--- src/rtl/instruction_fetcher_pkg.sv ---
// instruction_fetcher_pkg
// Shared types and constants for the instruction fetch front end.
//   - fetch_state_t    : fetch sequencer states (FETCH, HOLD, DRAIN)
//   - DEFAULT_RESET_PC : PC loaded when reset is asserted
//   - if_id            : IF/ID pipeline register handed to decode
//   - next_seq_pc      : sequential PC step (wraps modulo 2^64)
// No ports; imported by instruction_fetcher and fetch_counter.
package instruction_fetcher_pkg;

  // Common definitions used across the front end.
  typedef enum logic [1:0] {
    FETCH = 2'd0,
    HOLD  = 2'd1,
    DRAIN = 2'd2
  } fetch_state_t;

  localparam logic [63:0] DEFAULT_RESET_PC = 64'h0000_0000_8000_0000;

  // Temporary pipeline storage between fetch and decode.
  typedef struct packed {
    logic [31:0] inst;
    logic [63:0] inst_pc;
    logic        valid;
    logic [63:0] inst_counter;
  } if_id;

  // Plain 64-bit add, so 64'hFFFF_FFFF_FFFF_FFFC steps to 0.
  function automatic logic [63:0] next_seq_pc(input logic [63:0] pc);
    return pc + 64'd4;
  endfunction

endpackage

--- src/rtl/instruction_fetcher_fetch_counter.sv ---
// fetch_counter
// 64-bit count of instructions delivered to decode since reset.
// Only instantiated when FETCH_INST_COUNTER_EN is defined.
// Ports:
//   clk   in  1   clock
//   reset in  1   synchronous active-high reset, clears the count
//   incr  in  1   one instruction was captured this cycle
//   count out 64  number of instructions delivered before this cycle
module fetch_counter
  import instruction_fetcher_pkg::*;
(
  input  logic        clk,
  input  logic        reset,
  input  logic        incr,
  output logic [63:0] count
);

  // Wraps naturally at 2^64.
  always_ff @(posedge clk) begin
    if (reset) begin
      count <= '0;
    end else if (incr) begin
      count <= count + 64'd1;
    end
  end

endmodule

--- src/rtl/instruction_fetcher.sv ---
// instruction_fetcher
// Front-end fetch stage. Owns the PC, issues one outstanding request at a
// time on the instruction bus and holds each fetched word in if_id_state
// until decode takes it. Redirects that arrive while a request is in flight
// park the sequencer in DRAIN so the stale response is swallowed.
// Optional feature macro: FETCH_INST_COUNTER_EN (tags each delivered
// instruction with a 64-bit delivery count; otherwise inst_counter is 0).
// Ports:
//   clk            in  1      clock
//   reset          in  1      synchronous active-high reset
//   ireq_valid     out 1      instruction bus request valid
//   ireq_addr      out 64     fetch address (registered)
//   iresp_data_ok  in  1      response completes the outstanding request
//   iresp_data     in  32     instruction word
//   id_ready       in  1      decode consumes if_id_state this cycle
//   redirect_valid in  1      PC redirect from a later stage
//   redirect_pc    in  64     redirect target, used verbatim
//   if_id_state    out if_id  IF/ID pipeline register
module instruction_fetcher
  import instruction_fetcher_pkg::*;
#(
  parameter logic [63:0] RESET_PC = DEFAULT_RESET_PC
) (
  input  logic        clk,
  input  logic        reset,
  output logic        ireq_valid,
  output logic [63:0] ireq_addr,
  input  logic        iresp_data_ok,
  input  logic [31:0] iresp_data,
  input  logic        id_ready,
  input  logic        redirect_valid,
  input  logic [63:0] redirect_pc,
  output if_id        if_id_state
);

  fetch_state_t state, state_next;
  logic [63:0]  pc, pc_next;
  logic [63:0]  req_addr, req_addr_next;
  if_id         if_id_next;
  logic         capture;
  logic [63:0]  delivered_count;

`ifdef FETCH_INST_COUNTER_EN
  fetch_counter u_fetch_counter (
    .clk   (clk),
    .reset (reset),
    .incr  (capture),
    .count (delivered_count)
  );
`else
  assign delivered_count = '0;
`endif

  // req_addr is the registered bus address. It tracks pc whenever a fresh
  // request is about to start, and freezes while draining so the in-flight
  // request is never altered.
  always_ff @(posedge clk) begin
    if (reset) begin
      state       <= FETCH;
      pc          <= RESET_PC;
      req_addr    <= RESET_PC;
      if_id_state <= '0;
    end else begin
      state       <= state_next;
      pc          <= pc_next;
      req_addr    <= req_addr_next;
      if_id_state <= if_id_next;
    end
  end

  always_comb begin
    state_next    = state;
    pc_next       = pc;
    req_addr_next = req_addr;
    if_id_next    = if_id_state;
    capture       = 1'b0;
    unique case (state)
      FETCH: begin
        if (redirect_valid) begin
          pc_next = redirect_pc;
          // A response in the same cycle closes the request, so the new
          // target can be issued straight away; otherwise wait it out.
          if (iresp_data_ok) begin
            req_addr_next = redirect_pc;
          end else begin
            state_next = DRAIN;
          end
        end else if (iresp_data_ok) begin
          capture                 = 1'b1;
          if_id_next.inst         = iresp_data;
          if_id_next.inst_pc      = pc;
          if_id_next.valid        = 1'b1;
          if_id_next.inst_counter = delivered_count;
          pc_next                 = next_seq_pc(pc);
          state_next              = HOLD;
        end
      end
      DRAIN: begin
        if (redirect_valid) begin
          pc_next = redirect_pc;
        end
        if (iresp_data_ok) begin
          state_next    = FETCH;
          req_addr_next = pc_next;
        end
      end
      HOLD: begin
        // A redirect flushes the held instruction even if decode is ready.
        if (redirect_valid) begin
          if_id_next.valid = 1'b0;
          pc_next          = redirect_pc;
          req_addr_next    = redirect_pc;
          state_next       = FETCH;
        end else if (id_ready) begin
          if_id_next.valid = 1'b0;
          req_addr_next    = pc;
          state_next       = FETCH;
        end
      end
      default: begin
        state_next    = FETCH;
        req_addr_next = pc;
      end
    endcase
  end

  assign ireq_valid = !reset && ((state == FETCH) || (state == DRAIN));
  assign ireq_addr  = req_addr;

endmodule

--- config.mk ---
export PLATFORM = sky130hd
export DESIGN_NAME = instruction_fetcher
export DESIGN_NICKNAME = d
export VERILOG_FILES = /design/src/rtl/instruction_fetcher_pkg.sv /design/src/rtl/instruction_fetcher_fetch_counter.sv /design/src/rtl/instruction_fetcher.sv
export SDC_FILE = /design/constraint.sdc
export NUM_CORES = 1
export LEC_CHECK = 0
export BUFFER_PORTS_ARGS = -buffer_cell sky130_fd_sc_hd__buf_2
export CAP_MARGIN = 20
export CORE_ASPECT_RATIO = 1.75
export CORE_UTILIZATION = 47
export DETAILED_ROUTE_END_ITERATION = 10
export GPL_ROUTABILITY_DRIVEN = 0
export GPL_TIMING_DRIVEN = 1
export PLACE_DENSITY = 0.85
export SLEW_MARGIN = 40
export SYNTH_ARGS = -nofsm -noshare
export SYNTH_HDL_FRONTEND = slang
export SYNTH_SLANG_ARGS = --single-unit
--- constraint.sdc ---
create_clock -name clk -period 5.8 [get_ports clk]
set_input_delay 0.58 -clock clk [delete_from_list [all_inputs] [get_ports clk]]
set_output_delay 0.58 -clock clk [all_outputs]
set_load 0.005 [all_outputs]
# Word-level counts from Yosys, hierarchy flattened

Index checks and enable logic that the tools add are counted.

Equal/unequal tests: 9
Bitwise gates (word level): 1
Add/sub/neg operators: 1
Mux-type cells: 22
Reductions and logical operators: 12

Operators by type and width:

| operator                                                              | count |
|---|---|
| 64-bit two-way mux                                                    | 8 |
| 64-bit case mux with 3 select lines                                   | 1 |
| 65-bit two-way mux                                                    | 2 |
| 64-bit case mux with 2 select lines                                   | 1 |
| 64-bit by 3-bit adder with 64-bit output, second input constant       | 1 |
| 2-bit two-way mux                                                     | 6 |
| 4-bit AND reduction                                                   | 3 |
| 3-bit inequality test, second input constant                          | 3 |
| 2-bit inequality test, second input constant                          | 4 |
| 2-bit case mux with 3 select lines                                    | 1 |
| 2-bit nonzero test                                                    | 2 |
| 3-bit AND reduction                                                   | 1 |
| 2-bit by 1-bit equality test with 1-bit output, second input constant | 1 |
| 2-bit equality test, second input constant                            | 1 |
| 2-bit zero test                                                       | 1 |
| 1-bit two-way mux                                                     | 2 |
| 1-bit case mux with 2 select lines                                    | 1 |
| 2-bit AND reduction                                                   | 1 |
| 2-bit OR reduction                                                    | 1 |
| 1-bit logical AND                                                     | 1 |
| 1-bit zero test                                                       | 1 |
| 1-bit logical OR                                                      | 1 |
| 1-bit inverter                                                        | 1 |

Logic and storage cells: 51
Input bits: 101
Flip-flop bits (word level): 227
Output and inout bits: 226

# Longest topological paths before layout

Depth after elaboration: 4
Mapped depth: 11

# Worst setup path after synthesis

No wires, ideal clock.

Path type: register to register
From: register state[0]
To: register req_addr[10], in the netlist ireq_addr[10]
Required time: 5.714 ns
Cell stages (with the launch flop): 10
Setup time: 0.086 ns
Data arrival time: 2.267 ns
Path slack: 3.447 ns
Clock period less this slack: 2.353 ns
Cells stage by stage: dfxtp_1 -> inv_1 -> ha_1 -> clkbuf_1 -> clkbuf_1 -> a21oi_1 -> nor2_1 -> clkbuf_1 -> a22oi_1 -> a211oi_1

Cells in the longest elaborated chain, start to end: 3

RTL lines:

| element                                                                                | RTL line                  | RTL |
|---|---|---|
| start, declared                                                                        | instruction_fetcher.sv:36 | `fetch_state_t state, state_next;` |
| start signal, assigned                                                                 | instruction_fetcher.sv:64 | `state <= state_next;` |
| 2-bit by 1-bit equality test with 1-bit output (tied with other cells)                 | instruction_fetcher.sv:77 | `unique case (state)` |
| 3-bit inequality test (no source line) / 2-bit inequality test (equally long branches) | -                         |  |
| 4-bit AND reduction (no source line)                                                   | -                         |  |
| end signal, assigned                                                                   | instruction_fetcher.sv:66 | `req_addr <= req_addr_next;` |
| end, declared                                                                          | instruction_fetcher.sv:38 | `logic [63:0] req_addr, req_addr_next;` |

Several ways; a longest one is shown, not always the timed one.
A chain may end at the register's enable or synchronous reset.

# Final worst setup path

From: register state[0]
To: register pc[37]

Cells in the longest elaborated chain, start to end: 4

RTL lines:

| element                                                                                      | RTL line                  | RTL |
|---|---|---|
| 2-bit equality test / 2-bit by 1-bit equality test with 1-bit output (equally long branches) | instruction_fetcher.sv:77 |  |
| 2-bit OR reduction (no source line)                                                          | -                         |  |
| 2-bit nonzero test (no source line)                                                          | -                         |  |
| 2-bit AND reduction (no source line)                                                         | -                         |  |
| end signal, assigned                                                                         | instruction_fetcher.sv:65 | `pc <= pc_next;` |
| end, declared                                                                                | instruction_fetcher.sv:37 | `logic [63:0] pc, pc_next;` |

Several ways; a longest one is shown, not always the timed one.

==> results_dict.tcl <==
set metrics [dict create \
    critPathKind "reg2reg" \
    worstMarginPinSlew_ns 0.926 \
    fp.coreArea_um2 22800 \
    overflow 0 \
    cts_made_buffers 22 \
    wl_per_cell_um 19.1 \
    first_pass_iters 7 \
    port_buffers 262 \
    root_buffer "clkbuf_16" \
    area_growth_syn_to_layout_pct 17.1 \
    cp.required_ns 6.23 \
    power.density_nw_per_um2 313 \
    finalCritPeriodShare_pct 52.9 \
    synth-edff-count 0 \
    holdBufCountCts 0 \
    syn_inst 1428 \
    fin_crit_ns 3.07 \
    io_pins 327 \
    r2r-start "state[0]$_SDFFE_PP0P_" \
    grt_usage_pct 29.3 \
    yosys_warnings 0 \
    cp_cell_sequence "inv_1 -> ha_1 -> nor2b_1 -> a21oi_4 -> nand3_1 -> or3_1 -> a31oi_1" \
    maxCapViolCount 0 \
    worstPathMaxFanout 24 \
    crit_slowest_cell "nand3_1" \
    ant_nets 0 \
    grt_max_degree 91 \
    cp-end-kind "flop" \
    layout.nets 1703 \
    status "complete, no violations" \
    power_w 0.00402 \
    multi_input_area_um2 5680 \
    antenna_found_initial 3 \
    cp.arrival_ns 3.50 \
    rsz0062_at_grt "no" \
    htreeDepth 1 \
    leakage_nw 5.25 \
    slowest_delay_ns 0.64 \
    dr_total_vias 11400 \
    netlist_area_um2 11000 \
    dp_hpwl_mm 25.8 \
    clk_pin_slew_ns 0.06 \
    synth_area_leaders "dfxtp_1, nand2_1, a21oi_1" \
    synthArstFlopShare_pct 0 \
    ys_types 65 \
    die_w_um 117 \
    r2r_end "pc[37]$_SDFFE_PP0P_" \
    grt_pass1_wl_mm 56.6 \
    viasPerCell 5.95 \
    synth_area_per_cell_um2 7.68 \
    n_fill_cell 2177 \
    post_cts_buffers 0 \
    rrSetupSlack_ns 2.73 \
    setup_violations 0 \
    drv_slew 0 \
    cts_sinks 227 \
    ff_latch_area_um2 4540 \
    hold_viol_final 0 \
    fp-row-count 73 \
    ff2ff_path_depth 7 \
    synth_seq_cells 227 \
    netlist.area_leader.share_pct 41.4 \
    max_freq_ghz 0.326 \
    ys_seq_area_share_pct 41.4 \
    cts-resized-gates 0 \
    drc 0 \
    worstSetupEndpoint "pc[37]$_SDFFE_PP0P_" \
    ys.flop_type "dfxtp_1" \
    irDropWorstVdd_v 0.000177 \
    drtIter0Drc 1190 \
    cts_tree "done" \
    hold_path.class "in2reg" \
    crit_path_start_kind "flop" \
    fin_worst_skew_ns 0.0166 \
    die_h_um 204 \
    dieArea_um2 24000 \
    cts_buffer_depth 3 \
    clkLatencyLatePin_ns 0.52 \
    drive_gt1_share_pct 20.9 \
    grt_pass1_vias 10600 \
    relSlewSlack_pct 37.7 \
    initial_core_util_pct 48.0 \
    stdcell_count 1914 \
    crit_start "state[0]$_SDFFE_PP0P_" \
    synth_top_area_cell "dfxtp_1" \
    tns_ns 0 \
    wl_mm 36.6 \
    dpl.cell_count 1873 \
]
-- worst max-delay path: cells and delay by family (launching register included) --
kind	cells	cell delay, ns
simple gates	3	1.44
fa+ha+maj	1	0.33
compound gates	2	0.75
buf+inv	1	0.08
flops	1	0.38
-- logic make-up (layout without fill, tap and decap cells) --
kind of cell / Yosys count / in the layout / synth area share [%]
muxes: 6 / 6 / 0.570
other: 1 / 67 / 0.0342
xor gates and xnor gates: 6 / 6 / 0.479
and+or+nand+nor: 559 / 559 / 23.2
adders and majority gates: 5 / 5 / 0.570
buffers and inverters: 210 / 330 / 9.50
DFF: 227 / 227 / 41.4
AOI/OAI and AO/OA: 414 / 414 / 24.2
-- Yosys cell counts (14+ instances only) --
cell type and n:
buf_4 65, nor4_1 20, nor3_1 23, and3_1 16
nor2_1 122, a22oi_1 82, o21ai_0 42, inv_1 14
nand4_1 21, a21oi_1 149, dfxtp_1 227, nand3_1 36
a211oi_1 72, clkbuf_1 111, nand2_1 264
-- power breakdown --
part / internal (W) / switching (W) / leakage [nW]
clock network: 0.000833 / 0.000626 / 0.353
logic: 0.000275 / 0.000450 / 3.04
registers: 0.00169 / 0.000143 / 1.86
total: 0.00280 / 0.00122 / 5.25
-- state kept, by name (all words and copies together), names as in the netlist --
name	count
ireq_addr	64
if_id_state	97
state	2
pc	64
-- per-layer routing --
layer  global-route usage (%)  routed length (um)  up-vias
li1                         -                   -     5279
met1                     32.9               12900     5229
met2                     50.8               18000      700
met3                     4.63                3100      177
met4                     20.5                2550        0
met5                        0                   0        -
-- metrics by stage --
step	area, um^2	setup slack (ns)	util (%)	hold slack, ns
floorplan	11200	3.45	-	0.445
global placement	12100	2.90	52.8	0.438
detailed placement	12100	2.79	53.1	0.443
CTS	12800	2.82	56.2	0.289
global route	12800	2.53	56.2	0.296
finish	12800	2.73	56.2	0.299
-- layout by cell type (no fill, tap or decap), types with 11 or more instances in the layout --
cell       count
nand3_1       35
nand2_1      264
nor2_1       120
o22ai_1       12
a211oi_1      72
nand4_1       21
a22oi_1       82
or3_1         11
a21oi_1      148
inv_1         14
and3_1        15
conb_1        64
nor4_1        20
buf_2        261
a31oi_1       11
buf_4         12
o21ai_0       42
nor3_1        22
clkbuf_16     22
dfxtp_1      227
-- layout make-up --
class                   count  share of cell area (%)
repair buffers            277                    11.4
clock inverters             7                   0.799
flip-flops and latches    227                    35.4
diodes                      3                  0.0585
well taps                 300                    2.92
multi-input cells        1054                    44.3
inverters                  15                   0.438
clock buffers              31                    4.78
-- worst min-delay path by stage --
stage / from / to / slack (ns) / cells past startpoint
global placement: if_id_state[146]$_SDFFE_PP0P_ / if_id_state[146]$_SDFFE_PP0P_ / 0.44 / 2
global route: iresp_data[1] / if_id_state[130]$_SDFFE_PP0P_ / 0.30 / 3
detailed placement: if_id_state[140]$_SDFFE_PP0P_ / if_id_state[140]$_SDFFE_PP0P_ / 0.44 / 2
finish: iresp_data[4] / if_id_state[133]$_SDFFE_PP0P_ / 0.30 / 3
CTS: iresp_data[17] / if_id_state[146]$_SDFFE_PP0P_ / 0.29 / 3
floorplan: pc[0]$_SDFFE_PP0P_ / if_id_state[65]$_SDFFE_PP0P_ / 0.44 / 2
Note: power is estimated with default switching activity, not from simulation.
